===== src/rtl/if_fetch.sv =====
// Instruction fetch: assembles 32-bit little-endian instructions from a byte-wide,
// one-cycle-latency shared memory port and hands them to the IF/ID register.
module if_fetch #(
  parameter logic [31:0] RESET_PC = 32'h0000_0000
) (
  input  logic        clk,
  input  logic        rst,
  input  logic        stall_i,
  input  logic        jump_i,
  input  logic [31:0] jump_addr_i,
  input  logic        mem_grant_i,
  input  logic [7:0]  mem_din_i,
  output logic [31:0] mem_a_o,
  output logic        mem_rd_o,
  output logic [31:0] pc_o,
  output logic [31:0] inst_o,
  output logic        inst_valid_o,
  output logic        busy_o
);

  logic [31:0] pc, pc_eff, pc_next;
  logic [2:0]  k, k_eff, k_next;
  logic        pend_v, pend_v_next;
  logic [1:0]  pend_idx;
  logic [7:0]  b0, b1, b2;
  logic        buf_v, buf_v_next;
  logic [31:0] buf_inst, buf_pc;
  logic [31:0] assembled;
  logic        complete, issue, drain, deliver, park;

  // When byte 3 lands this cycle the next fetch's byte 0 is requested in the same
  // cycle, so the request side looks ahead to the post-completion pc/k.
  always_comb begin
    complete  = pend_v & (pend_idx == 2'd3);
    pc_eff    = complete ? pc + 32'd4 : pc;
    k_eff     = complete ? 3'd0 : k;
    assembled = {mem_din_i, b2, b1, b0};
    drain     = buf_v & ~stall_i & ~jump_i;
    deliver   = complete & ~stall_i & ~jump_i;
    park      = complete & stall_i & ~jump_i;
    mem_rd_o  = rst & ~jump_i & (k_eff < 3'd4) & (~(buf_v | complete) | ~stall_i);
    mem_a_o   = pc_eff + {29'd0, k_eff};
    issue     = mem_rd_o & mem_grant_i;

    pc_next     = pc_eff;
    k_next      = issue ? k_eff + 3'd1 : k_eff;
    pend_v_next = issue;
    buf_v_next  = park | (buf_v & ~drain);
    if (jump_i) begin
      pc_next     = jump_addr_i;
      k_next      = 3'd0;
      pend_v_next = 1'b0;
      buf_v_next  = 1'b0;
    end
  end

  always_ff @(posedge clk or negedge rst) begin
    if (!rst) begin
      pc           <= RESET_PC;
      k            <= 3'd0;
      pend_v       <= 1'b0;
      buf_v        <= 1'b0;
      busy_o       <= 1'b0;
      inst_valid_o <= 1'b0;
      pc_o         <= 32'd0;
      inst_o       <= 32'd0;
    end else begin
      pc           <= pc_next;
      k            <= k_next;
      pend_v       <= pend_v_next;
      buf_v        <= buf_v_next;
      busy_o       <= (k_next != 3'd0) | pend_v_next | buf_v_next;
      inst_valid_o <= drain | deliver;
      if (drain) begin
        inst_o <= buf_inst;
        pc_o   <= buf_pc;
      end else if (deliver) begin
        inst_o <= assembled;
        pc_o   <= pc + 32'd4;
      end
    end
  end

  // Byte and buffer storage is qualified by pend_v/buf_v, so it needs no reset.
  always_ff @(posedge clk) begin
    if (issue) pend_idx <= k_eff[1:0];
    if (pend_v && !jump_i) begin
      case (pend_idx)
        2'd0:    b0 <= mem_din_i;
        2'd1:    b1 <= mem_din_i;
        2'd2:    b2 <= mem_din_i;
        default: ;
      endcase
    end
    if (park) begin
      buf_inst <= assembled;
      buf_pc   <= pc + 32'd4;
    end
  end

endmodule


===== config.mk =====
export PLATFORM = sky130hd
export DESIGN_NAME = if_fetch
export DESIGN_NICKNAME = d
export VERILOG_FILES = /design/src/rtl/if_fetch.sv
export SDC_FILE = /design/constraint.sdc
export NUM_CORES = 1
export LEC_CHECK = 0
export ABC_AREA = 1
export CORE_MARGIN = 1.5
export CORE_UTILIZATION = 55
export DETAILED_ROUTE_END_ITERATION = 6
export PLACE_DENSITY = 0.81
export SYNTH_ARGS = -nofsm -noshare
export SYNTH_HDL_FRONTEND = slang
export SYNTH_SLANG_ARGS = --single-unit

===== constraint.sdc =====
create_clock -name clk -period 8 [get_ports clk]
set_input_delay 1.6 -clock clk [delete_from_list [all_inputs] [get_ports clk]]
set_output_delay 1.6 -clock clk [all_outputs]
set_load 0.03 [all_outputs]

-- Word-level counts from Yosys, hierarchy flattened
Index checks and enable logic that the tools add are counted.
- equal/unequal tests: 3
- reductions and logical operators: 8
- order comparisons: 1
- multiplexer cells: 11
- bitwise gates (word level): 22
- $add $sub $neg: 3
- operators with widths (operator ; number):
    2-to-1 mux 32 bit ; 6
    adder 32 x 3 -> 32 bit ; 1
    adder 32 x 3 -> 32 bit, second input constant ; 1
    bitwise AND 1 bit ; 12
    2-to-1 mux 3 bit ; 3
    bitwise OR 1 bit ; 6
    AND reduction 2 bit ; 3
    == test 2 bit, second input constant ; 2
    inverter 1 bit ; 4
    adder 3 x 1 -> 3 bit, second input constant ; 1
    less-than comparator 3 bit, second input constant ; 1
    nonzero test 3 bit ; 1
    == test 2 x 1 -> 1 bit, second input constant ; 1
    logical NOT 2 bit ; 1
    2-to-1 mux 1 bit ; 2
    nonzero test 2 bit ; 1
    logical AND 1 bit ; 1
    logical NOT 1 bit ; 1
- bits in registers: 193
- word-level logic and storage cells: 62
- bits of input ports: 45
- output and inout port bits: 99

-- Depth between registers and ports, before layout
- word-level depth: 12
- depth in mapped cells: 22
- mapped depth without buffers: 20

-- Worst setup path after synthesis
No wires, ideal clock.
- path type: input-to-reg
- start: input jump_i
- end: register buf_inst[0], enable pin
- required time: 7.436 ns
- stages on the path: 4
- buffers on the path: 3
- library setup time: 0.564 ns
- slack: 0.895 ns
- arrival: 6.541 ns
- cell sequence: clkbuf_1 > clkbuf_1 > clkbuf_1 > nor3_1
- longest elaborated chain between the ends: 2
- RTL lines (item ; line ; source):
    from (decl) ; 9 ; input logic jump_i,
    inverter 1 bit ; 40 ; park = complete & stall_i & ~jump_i;
    bitwise AND 1 bit ; 40 ;
    via park ; 29 ; logic complete, issue, drain, deliver, park;
    to (signal assigned) ; 96 ; buf_inst <= assembled;
    to (decl) ; 27 ; logic [31:0] buf_inst, buf_pc;
The timed path passes the listed nets, and every way through them passes these cells.
A chain may end at the register's enable or synchronous reset.

-- Worst setup path after layout
- start: register pend_idx[1]
- end: output mem_a_o[22]
- longest elaborated chain between the ends: 4
- elaborated cells between the ends (all ways): 5
- classes of those cells: add/sub (1); eq/ne (1); mux (2); bitwise (1)
- RTL lines (item ; line ; source):
    from (decl) ; 24 ; logic [1:0] pend_idx;
    from (signal assigned) ; 86 ; if (issue) pend_idx <= k_eff[1:0];
    == test 2 bit ; 34 ; complete = pend_v & (pend_idx == 2'd3);
    bitwise AND 1 bit ; 34 ;
    2-to-1 mux 3 bit ; 36 ; k_eff = complete ? 3'd0 : k;
    via k_eff[0] ; 22 ; logic [2:0] k, k_eff, k_next;
    adder 32 x 3 -> 32 bit ; 42 ; mem_a_o = pc_eff + {29'd0, k_eff};
    to (decl) ; 13 ; output logic [31:0] mem_a_o,
The timed path passes the listed nets, and every way through them passes these cells.

==> flow_summary.toml <==
[outcome]
status = "finished clean"

[critical_path]
cp-start-kind = "register"
crit_arrival_ns = 4.74
worst-setup-path-type = "register to output pin"
crit_family = "simple AND/OR/NAND/NOR gates"
path_cells = "nand3_2, nand2_1, inv_1, ha_1, inv_1, fa_1, inv_1, nand2_1, nand2_1, a21boi_2, nand2_1, nor2_2, nand3_1, inv_1, nand3_2, nor2_4, nand2_1, xor2_1, clkdlybuf4s50_1"
path_max_fanout = 42
crit_buf_inv = 5
endpoint_kind = "output pin"
crit_top_cell = "nand2_1"
max_stage_delay_ns = 0.70
slowest_stage = "clkdlybuf4s50_1"
crit_required_ns = 6.40

[finish]
fillerInstances = 1386
antenna_cells = 0
multi_input_area_mm2 = 0.00376
mostFrequentLayoutCells = "386 x nand2_1, 141 x nor2_1, 141 x clkdlybuf4s50_1"
final_nets = 1320
final_common_cell = "nand2_1"
layout-drive-gt1-share_pct = 7.10
area_delta_synth_final_pct = 23.2
ff_latch_area_mm2 = 0.00528

[cts]
cts_max_level = 4
cts_buffer_depth = 2
cts_hold_buf = 0
worstSkewPairLatency_ns = 0.44
clock_sink_count = 193
cts_tree = "done"
post_cts_buffers = 0
cts_resized = 0
path_clk_slew_ns = 0.08
numCtsBuffers = 17
cts-root-buf = "clkbuf_16"

[global_route]
grt_use_total_pct = 27.4
grt-ovfl-total = 0
grt_max_degree = 67
antenna_found_initial = 0
grt_pass1_wl_mm = 38.5
grt_pass1_vias = 7605

[synth]
synth.area.top_cells = "edfxtp_1 28%, dfrtp_1 27%, nand2_1 15%"
yosysSeqAreaShare_pct = 55.1
synth_top_area_cell = "edfxtp_1"
synth_async_sr_flop_share_pct = 53.4
synth-main-ff-cell = "dfrtp_1"
synth_top_area_share_pct = 28.2
yosysWarnings = 0
yosys_register_bits = 193
synth_fp_nets = 1191
syn-cell-area_mm2 = 0.00959
synth_area_per_cell_um2 = 8.41
syn_inst = 1140
synth_cell_types = 35
synth_edf_count = 90

[drt]
avgRoutedWirePerCell_um = 15.7
finalWirelength_mm = 23.7
via_per_inst = 5.28
routed-via-count = 7950
ant_nets = 0
drc = 0
drt_first_pass_iters = 5
drtIter0Drc = 689

[power_and_ir_drop]
p_seq_share_pct = 44.3
peakVddDrop_mv = 0.166
cellPowerDensity_mw_per_mm2 = 225
intPower_w = 0.00181
power.leakage_nw = 5.09
clkPwrFrac_pct = 33.3
power_frac_comb_pct = 22.3
power_switching_w = 0.000855
switching_share_pct = 32.1

[die]
die_h_um = 135
rows = 48
die_x_um = 135
start_util_pct = 55.8
pin_count = 144
core-area_mm2 = 0.0172
die-area_mm2 = 0.0182

[timing]
drv_slew = 0
hold_viol = 0
slew_headroom_pct = 25.4
rsz0062_at_grt = "false"
final.setup.tns_ns = 0
period_share_pct = 79.3
fin_skew_ns = 0.00847
max_freq_mhz = 158
worst_pin_slew_ns = 1.12
fin_crit_ns = 6.34
setup_viol = 0
holdWs_ns = 0.454

[flow_run]
drv_cap = 0

[placed_design]
place_congestion = 0.941
hpwl_mm = 17.2
portBuffers = 143

[hold_path]
hp-class = "register to register"
==> final timing paths <==
| check | start | end | cells past startpoint | slack [ns] |
|---|---|---|---|---|
| max in group asynchronous | rst | pc_o[26]$_DFFE_PN0P_ | 2 | 5.65 |
| setup reg to reg | pend_idx[1]$_DFFE_PN_ | inst_o[23]$_DFFE_PN0P_ | 8 | 4.67 |
| min in group asynchronous | rst | inst_o[18]$_DFFE_PN0P_ | 1 | 1.25 |
| hold / removal | b1[1]$_DFFE_PP_ | buf_inst[9]$_DFFE_PP_ | 0 | 0.45 |
| setup / recovery | pend_idx[1]$_DFFE_PN_ | mem_a_o[22] | 19 | 1.66 |
| hold reg to reg | b1[1]$_DFFE_PP_ | buf_inst[9]$_DFFE_PP_ | 0 | 0.45 |
==> power by group through the flow <==
stage / combinational (W) / clock [W] / sequential [W]
finish: 0.000595 / 0.000887 / 0.00118
global route: 0.000644 / 0.000929 / 0.00119
CTS: 0.000597 / 0.000895 / 0.00118
detailed placement: 0.000594 / 0 / 0.00120
global placement: 0.000585 / 0 / 0.00120
floorplan: 0.000219 / 0 / 0.00131
==> final cells by class <==
type	count	area share (%)
multi-input cells	805	31.8
well taps	225	2.38
clock inverters	15	1.77
clock buffers	17	3.60
flip-flops and latches	193	44.7
inverters	102	3.24
repair buffers	150	12.5
==> cells by family after synthesis <==
family          share of synthesized area, %
buf+inv                                 5.85
fa+ha+maj                              0.861
simple gates                            28.2
flops                                   55.1
compound gates                          8.00
xor+xnor                                2.01
==> synthesized netlist by cell type, types with 3 or more instances <==
library cell / count
o21ai_1: 3
nor2_2: 9
a31oi_1: 39
nand3_2: 5
dfrtp_1: 103
ha_1: 5
nor2_1: 141
nand3b_1: 3
xor2_1: 19
nand4_1: 12
nand2_1: 386
nor2_4: 12
inv_1: 101
clkbuf_1: 27
a21oi_1: 4
nor3_1: 5
nand3_1: 49
nand2_2: 15
xnor2_1: 3
edfxtp_1: 90
o21ai_0: 84
buf_2: 10
==> state kept, by name, indices dropped and copies added (netlist names), 8 cells and up <==
signal and flops:
buf_pc 32, pc_o 32, b0 8, inst_o 32, b1 8, buf_inst 32
b2 8, pc 32
==> metal layers <==
| layer | up-vias | routed length, um | global-route usage [%] |
|---|---|---|---|
| met2 | 260 | 11000 | 44.0 |
| met3 | 45 | 1400 | 4.73 |
| met5 | - | 0 | 0 |
| met1 | 3695 | 10700 | 37.7 |
| li1 | 3950 | - | - |
| met4 | 0 | 646 | 10.5 |
==> worst register-to-register path, delay by kind of cell, from the launching register on <==
kind                   cells  cell delay [ns]
DFF                        1             0.46
AOI/OAI and AO/OA          1             0.16
and+or+nand+nor            4             1.22
buffers and inverters      3             1.41
==> metrics by stage <==
| step | area [um2] | util [%] | total power [W] | setup WS, ns | std cells |
|---|---|---|---|---|---|
| 4_1_cts | 11800 | 68.8 | 0.00267 | 1.62 | 1507 |
| 3_5_place_dp | 11200 | 65.1 | 0.00179 | 2.13 | 1475 |
| 3_3_place_gp | 11200 | 65.1 | 0.00178 | 2.35 | 1475 |
| 2_1_floorplan | 9590 | - | 0.00153 | 0.895 | 1140 |
| 6_report | 11800 | 68.8 | 0.00266 | 1.66 | 1507 |
| 5_1_grt | 11800 | 68.8 | 0.00276 | 1.26 | 1507 |
No activity file was read; power rests on OpenSTA's default activity.
